===== src/rtl/torque_ramp_ctrl_pkg.sv =====
// drive_pkg: shared types for the drive command path and the torque display.
//   direc_t      - display direction encoding (also used by the display stage)
//   ramp_state_t - ramp controller states
//   TORQUE_MAX   - top torque level
//   torque_step  - one saturating torque step up or down
package drive_pkg;

    typedef enum logic [1:0] {
        DIR_FWD   = 2'b00,
        DIR_REV   = 2'b01,
        DIR_LEFT  = 2'b10,
        DIR_RIGHT = 2'b11
    } direc_t;

    localparam logic [1:0] TORQUE_MAX = 2'd3;

    typedef enum logic [2:0] {
        IDLE      = 3'd0,
        RAMP_UP   = 3'd1,
        RAMP_DOWN = 3'd2,
        SWITCH    = 3'd3,
        HOLD      = 3'd4
    } ramp_state_t;

    // Torque never leaves 0..TORQUE_MAX, even if asked to step past an end.
    function automatic logic [1:0] torque_step(input logic [1:0] t, input logic up);
        if (up)
            return (t == TORQUE_MAX) ? t : t + 2'd1;
        else
            return (t == 2'd0) ? t : t - 2'd1;
    endfunction

endpackage


===== src/rtl/torque_ramp_ctrl_if.sv =====
// torque_ramp_ctrl_if: drive command handshake from the switch/key front end.
//   cmd_valid  - command present (master -> slave)
//   cmd_ready  - slave can accept this cycle (slave -> master)
//   cmd_direc  - requested direction
//   cmd_torque - requested torque level 0..3
interface torque_ramp_ctrl_if;
    import drive_pkg::*;

    logic       cmd_valid;
    logic       cmd_ready;
    direc_t     cmd_direc;
    logic [1:0] cmd_torque;

    modport master (output cmd_valid, cmd_direc, cmd_torque, input  cmd_ready);
    modport slave  (input  cmd_valid, cmd_direc, cmd_torque, output cmd_ready);
endinterface


===== src/rtl/torque_ramp_ctrl_tick.sv =====
// ramp_tick_gen: ramp step timer.
//   clk, rst_n - clock, synchronous active-low reset
//   clr        - restart the count from zero
//   run        - count only while a ramp is in progress; holds 0 otherwise
//   tick       - one-cycle pulse every TICK_DIV running cycles
module ramp_tick_gen #(
    parameter int TICK_DIV = 12_500_000,
    parameter int CNT_W    = $clog2(TICK_DIV)
) (
    input  logic clk,
    input  logic rst_n,
    input  logic clr,
    input  logic run,
    output logic tick
);
    localparam logic [CNT_W-1:0] LAST = CNT_W'(TICK_DIV - 1);

    logic [CNT_W-1:0] cnt;

    always_ff @(posedge clk) begin
        if (!rst_n || clr || !run || cnt == LAST)
            cnt <= '0;
        else
            cnt <= cnt + 1'b1;
    end

    assign tick = run && (cnt == LAST);
endmodule


===== src/rtl/torque_ramp_ctrl.sv =====
// torque_ramp_ctrl: slews display torque one level per ramp tick and only
// changes direction once torque has reached zero.
//   clk, rst_n    - clock, synchronous active-low reset
//   cmd           - command handshake (slave side)
//   estop         - emergency stop, level-sensitive, overrides commands
//   enable        - display enable, high while torque is nonzero
//   direc, torque - current direction / torque to the display
//   busy          - ramp in progress
//   fault         - latched e-stop fault
// Build option: TORQUE_RAMP_ESTOP_LATCH_EN latches fault on estop; only a
// zero-torque command clears it. Without it, fault is tied 0.
module torque_ramp_ctrl
    import drive_pkg::*;
#(
    parameter int TICK_DIV = 12_500_000,
    parameter int CNT_W    = $clog2(TICK_DIV)
) (
    input  logic                clk,
    input  logic                rst_n,
    torque_ramp_ctrl_if.slave   cmd,
    input  logic                estop,
    output logic                enable,
    output direc_t              direc,
    output logic [1:0]          torque,
    output logic                busy,
    output logic                fault
);
    ramp_state_t state;
    direc_t      tgt_direc;
    logic [1:0]  tgt_torque;
    logic [1:0]  nxt_torque;
    logic        settled, accept, tick;

    assign settled = (state == IDLE) || (state == HOLD);
    assign busy    = !settled;

`ifdef TORQUE_RAMP_ESTOP_LATCH_EN
    logic fault_q;
    assign cmd.cmd_ready = fault_q ? !estop : (settled && !estop);
    assign fault         = fault_q;
`else
    assign cmd.cmd_ready = settled && !estop;
    assign fault         = 1'b0;
`endif

    assign accept     = cmd.cmd_valid && cmd.cmd_ready;
    // SWITCH steps down like RAMP_DOWN.
    assign nxt_torque = torque_step(torque, state == RAMP_UP);

    ramp_tick_gen #(.TICK_DIV(TICK_DIV), .CNT_W(CNT_W)) u_tick (
        .clk  (clk),
        .rst_n(rst_n),
        .clr  (accept || estop),
        .run  (busy),
        .tick (tick)
    );

    always_ff @(posedge clk) begin
        if (!rst_n) begin
            state      <= IDLE;
            direc      <= DIR_FWD;
            torque     <= 2'd0;
            enable     <= 1'b0;
            tgt_direc  <= DIR_FWD;
            tgt_torque <= 2'd0;
`ifdef TORQUE_RAMP_ESTOP_LATCH_EN
            fault_q    <= 1'b0;
`endif
        end else if (estop) begin
            // Drop torque at once but keep direction so the display stays put.
            state      <= IDLE;
            torque     <= 2'd0;
            enable     <= 1'b0;
            tgt_direc  <= direc;
            tgt_torque <= 2'd0;
`ifdef TORQUE_RAMP_ESTOP_LATCH_EN
            fault_q    <= 1'b1;
`endif
        end else if (accept) begin
`ifdef TORQUE_RAMP_ESTOP_LATCH_EN
            // Faulted: a zero-torque command clears it, anything else is dropped.
            if (fault_q) begin
                if (cmd.cmd_torque == 2'd0) begin
                    fault_q    <= 1'b0;
                    direc      <= cmd.cmd_direc;
                    tgt_direc  <= cmd.cmd_direc;
                    tgt_torque <= 2'd0;
                    state      <= IDLE;
                end
            end else
`endif
            begin
                tgt_direc  <= cmd.cmd_direc;
                tgt_torque <= cmd.cmd_torque;
                if (state == IDLE) begin
                    direc <= cmd.cmd_direc;
                    state <= (cmd.cmd_torque == 2'd0) ? IDLE : RAMP_UP;
                end else if (cmd.cmd_direc != direc)
                    state <= SWITCH;
                else if (cmd.cmd_torque > torque)
                    state <= RAMP_UP;
                else if (cmd.cmd_torque < torque)
                    state <= RAMP_DOWN;
            end
        end else if (tick) begin
            torque <= nxt_torque;
            enable <= (nxt_torque != 2'd0);
            if (state == SWITCH) begin
                // Direction flips on the same edge torque reaches zero.
                if (nxt_torque == 2'd0) begin
                    direc <= tgt_direc;
                    state <= (tgt_torque != 2'd0) ? RAMP_UP : IDLE;
                end
            end else if (nxt_torque == tgt_torque)
                state <= (tgt_torque == 2'd0) ? IDLE : HOLD;
        end
    end
endmodule

===== src/flat_wrapper.sv =====
// flat-port wrapper written by rule: the top's interface ports become plain ports
module torque_ramp_ctrl_flat import drive_pkg::*;
#(
    parameter int TICK_DIV = 12_500_000,
    parameter int CNT_W    = $clog2(TICK_DIV)
)
  (clk, rst_n, estop, enable, direc, torque, busy, fault, cmd_cmd_valid, cmd_cmd_direc, cmd_cmd_torque, cmd_cmd_ready);
  torque_ramp_ctrl_if cmd_i ();
  input  logic clk;
  input  logic rst_n;
  input  logic estop;
  output logic enable;
  output direc_t direc;
  output logic [1:0] torque;
  output logic busy;
  output logic fault;
  input wire logic [$bits(cmd_i.cmd_valid)-1:0] cmd_cmd_valid;
  input wire logic [$bits(cmd_i.cmd_direc)-1:0] cmd_cmd_direc;
  input wire logic [$bits(cmd_i.cmd_torque)-1:0] cmd_cmd_torque;
  output wire logic [$bits(cmd_i.cmd_ready)-1:0] cmd_cmd_ready;
  assign cmd_i.cmd_valid = cmd_cmd_valid;
  assign cmd_i.cmd_direc = cmd_cmd_direc;
  assign cmd_i.cmd_torque = cmd_cmd_torque;
  assign cmd_cmd_ready = cmd_i.cmd_ready;
  torque_ramp_ctrl #(.TICK_DIV(TICK_DIV), .CNT_W(CNT_W)) u_core (.clk(clk), .rst_n(rst_n), .cmd(cmd_i), .estop(estop), .enable(enable), .direc(direc), .torque(torque), .busy(busy), .fault(fault));
endmodule

===== config.mk =====
export PLATFORM = sky130hd
export DESIGN_NAME = torque_ramp_ctrl_flat
export DESIGN_NICKNAME = d
export VERILOG_FILES = /design/src/rtl/torque_ramp_ctrl_pkg.sv /design/src/rtl/torque_ramp_ctrl_if.sv /design/src/rtl/torque_ramp_ctrl_tick.sv /design/src/rtl/torque_ramp_ctrl.sv /design/src/flat_wrapper.sv
export SDC_FILE = /design/constraint.sdc
export NUM_CORES = 1
export LEC_CHECK = 0
export BUFFER_PORTS_ARGS = -buffer_cell sky130_fd_sc_hd__clkbuf_2
export CORE_ASPECT_RATIO = 1.4
export CORE_MARGIN = 10
export CORE_UTILIZATION = 35
export DETAILED_ROUTE_END_ITERATION = 16
export SLEW_MARGIN = 30
export SYNTH_ARGS = -nofsm -noshare
export SYNTH_HDL_FRONTEND = slang
export SYNTH_SLANG_ARGS = --single-unit

===== constraint.sdc =====
create_clock -name clk -period 3.9 [get_ports clk]
set_clock_uncertainty 0.1 [all_clocks]
set_input_delay 0.39 -clock clk [delete_from_list [all_inputs] [get_ports clk]]
set_output_delay 0.39 -clock clk [all_outputs]
set_load 0.005 [all_outputs]

==> qor.yml <==
flow_run:
  drv_cap: 0
outcome:
  status: "completed"
global_routing:
  grt_pass1_vias: 1478
  grt_overflow: 0
  grt_pass1_wl_um: 6600
  grt.total_usage_pct: 9.32
  antenna_found_initial: 0
  grt_max_degree: 25
cts:
  cts_buffers: 5
  clockBufferDepth: 2
  root_buffer: "clkbuf_8"
  cts_tree: "built"
  path_clk_slew_ps: 70
  clock_sinks: 36
  cts_resized: 0
  cts_hold_buf: 0
  clk_latency_ps: 280
  postCtsSetupBuffers: 0
  cts_max_level: 2
drt:
  routedWlPerCell_um: 12.4
  drt_pass1_iterations: 4
  totalWireLength_um: 3800
  vias: 1510
  first_iter_violations: 45
  viasPerCell: 4.95
  ant_nets: 0
  drc: 0
layout:
  finalNetCount: 249
  drive_gt1_share_pct: 15.5
  final_util_pct: 40.7
  diodes: 0
  nFillCells: 554
  syn2layout_area_growth_pct: 12.0
setup_path:
  cp.arrival_ps: 2400
  crit_start: "u_core.torque[1]$_SDFFE_PP0P_"
  cp_max_fo: 11
  crit_path_end_kind: "register"
  required_ps: 3980
  r2r-start: "u_core.torque[1]$_SDFFE_PP0P_"
  worstSetupStartpointType: "register"
  path_class: "reg2reg"
synth:
  synth_area_um2: 1890
  syn_nets: 234
  yosysSeqAreaShare_pct: 38.2
  yosysWarnings: 0
  yosysUniqueCellTypes: 49
  ys_async_sr_fraction_pct: 0
  synth_cells: 223
  synth-main-ff-cell: "dfxtp_1"
  synth.avg_cell_area_um2: 8.47
  synth-edff-count: 0
  ys_seq_elements: 36
sta:
  tightest_slew_ps: 540
  slew_violations: 0
  fin_crit_sh_pct: 59.6
  fmax_mhz: 430
  setup_viol: 0
  hold_viol: 0
  min_period_ps: 2320
  holdWs_ps: 261
  rsz0062_at_grt: "false"
  slew_headroom_pct: 63.9
  setup_tns_ps: 0
placement:
  port_buffers: 14
  place_hpwl_um: 2820
  gp_congestion: 0.801
die:
  design.core.area_um2: 5200
  die_w_um: 82.1
  dieArea_um2: 8770
  rows: 31
  die_h_um: 107
  io_pins: 16
  start_util_pct: 36.3
power:
  powerDensity_nw_per_um2: 341
  power_leakage_nw: 0.735
  ir_worst_vdd_mv: 0.274
hold_path:
  min_from: "cmd_cmd_torque[0]"
  min_path_type: "in2reg"
power by group:
part / switching, W / internal, W
registers: 0.00000162 / 0.000370
logic: 0.0000190 / 0.0000127
clock network: 0.000129 / 0.000190
routing by layer:
layer / up-vias / track usage [%] / wire [µm]
li1: 795 / - / -
met1: 690 / 10.4 / 1700
met2: 19 / 15.8 / 1840
met3: 6 / 3.01 / 201
met4: 0 / 3.66 / 62
met5: - / 0 / 0
layout make-up:
| class | count | area (µm²) | area share [%] |
|---|---|---|---|
| Clock buffer | 6 | 72.6 | 3.43 |
| Clock inverter | 2 | 35.0 | 1.66 |
| Inverter | 7 | 26.3 | 1.24 |
| Multi-Input combinational cell | 173 | 1100 | 52.0 |
| Sequential cell | 36 | 721 | 34.1 |
| Tap cell | 66 | 82.6 | 3.91 |
| Timing Repair Buffer | 15 | 77.6 | 3.67 |
flip-flops by register name (all words and copies together) (netlist names):
register,cells
u_core.direc,2
u_core.enable,1
u_core.state,3
u_core.tgt_direc,2
u_core.tgt_torque,2
u_core.torque,2
u_core.u_tick.cnt,24
path summary, 6_finish.rpt:
path	to	slack, ps	cells past startpoint
min	u_core.tgt_torque[0]$_SDFFE_PP0P_	260	3
min reg2reg	u_core.u_tick.cnt[0]$_SDFF_PP0_	360	1
max reg2reg	u_core.state[0]$_SDFFE_PP0P_	1580	7
max	u_core.state[0]$_SDFFE_PP0P_	1580	7
worst max-delay path, cell delays in order (launching register included):
cell      delay, ps
dfxtp_1         510
inv_1           120
ha_1            330
o211ai_1         90
or3_1           370
a21oi_1         290
nor2_2          100
mux2_1          310
cell usage in the layout (no fill, tap or decap), types with 3 or more instances in the layout:
cell type	n
nor2b_1	3
o21ai_0	4
or3_1	4
xnor2_1	11
nand2_1	26
clkbuf_2	14
nor3_1	4
nand4_1	4
nor2_1	35
nand3_1	15
inv_1	6
nand2b_1	4
a21oi_1	10
dfxtp_1	36
ha_1	3
clkbuf_8	5
xor2_1	13
kinds of logic (layout without fill, tap and decap cells):
| family | after synthesis | after routing | share of synthesized area [%] |
|---|---|---|---|
| simple gates | 115 | 115 | 33.3 |
| flops | 36 | 36 | 38.2 |
| compound gates | 27 | 27 | 10.0 |
| xor+xnor | 24 | 24 | 11.1 |
| buf+inv | 14 | 30 | 3.58 |
| fa+ha+maj | 3 | 3 | 1.99 |
| mux | 3 | 3 | 1.66 |
| other cells | 1 | 1 | 0.199 |
Yosys cell counts (4+ instances only):
cell / count / area share [%]
a21oi_1: 10 / 2.7
dfxtp_1: 36 / 38
inv_1: 6 / 1.2
nand2_1: 26 / 5.2
nand2b_1: 4 / 1.3
nand3_1: 15 / 4.0
nand4_1: 4 / 1.3
nor2_1: 35 / 7.0
nor3_1: 4 / 1.1
o21ai_0: 4 / 1.1
or3_1: 4 / 1.3
xnor2_1: 11 / 5.1
xor2_1: 13 / 6.0
per-stage QoR:
step / std cells / power, W / setup WS (ps) / instance area (µm²)
3_5_place_dp: 297 / 0.000412 / 1620 / 2010
4_1_cts: 305 / 0.000734 / 1600 / 2110
2_1_floorplan: 223 / 0.000401 / 1760 / 1890
6_report: 305 / 0.000721 / 1580 / 2110
3_3_place_gp: 297 / 0.000411 / 1660 / 2010
5_1_grt: 305 / 0.000759 / 1430 / 2110
Note: power is estimated with default switching activity, not from simulation.
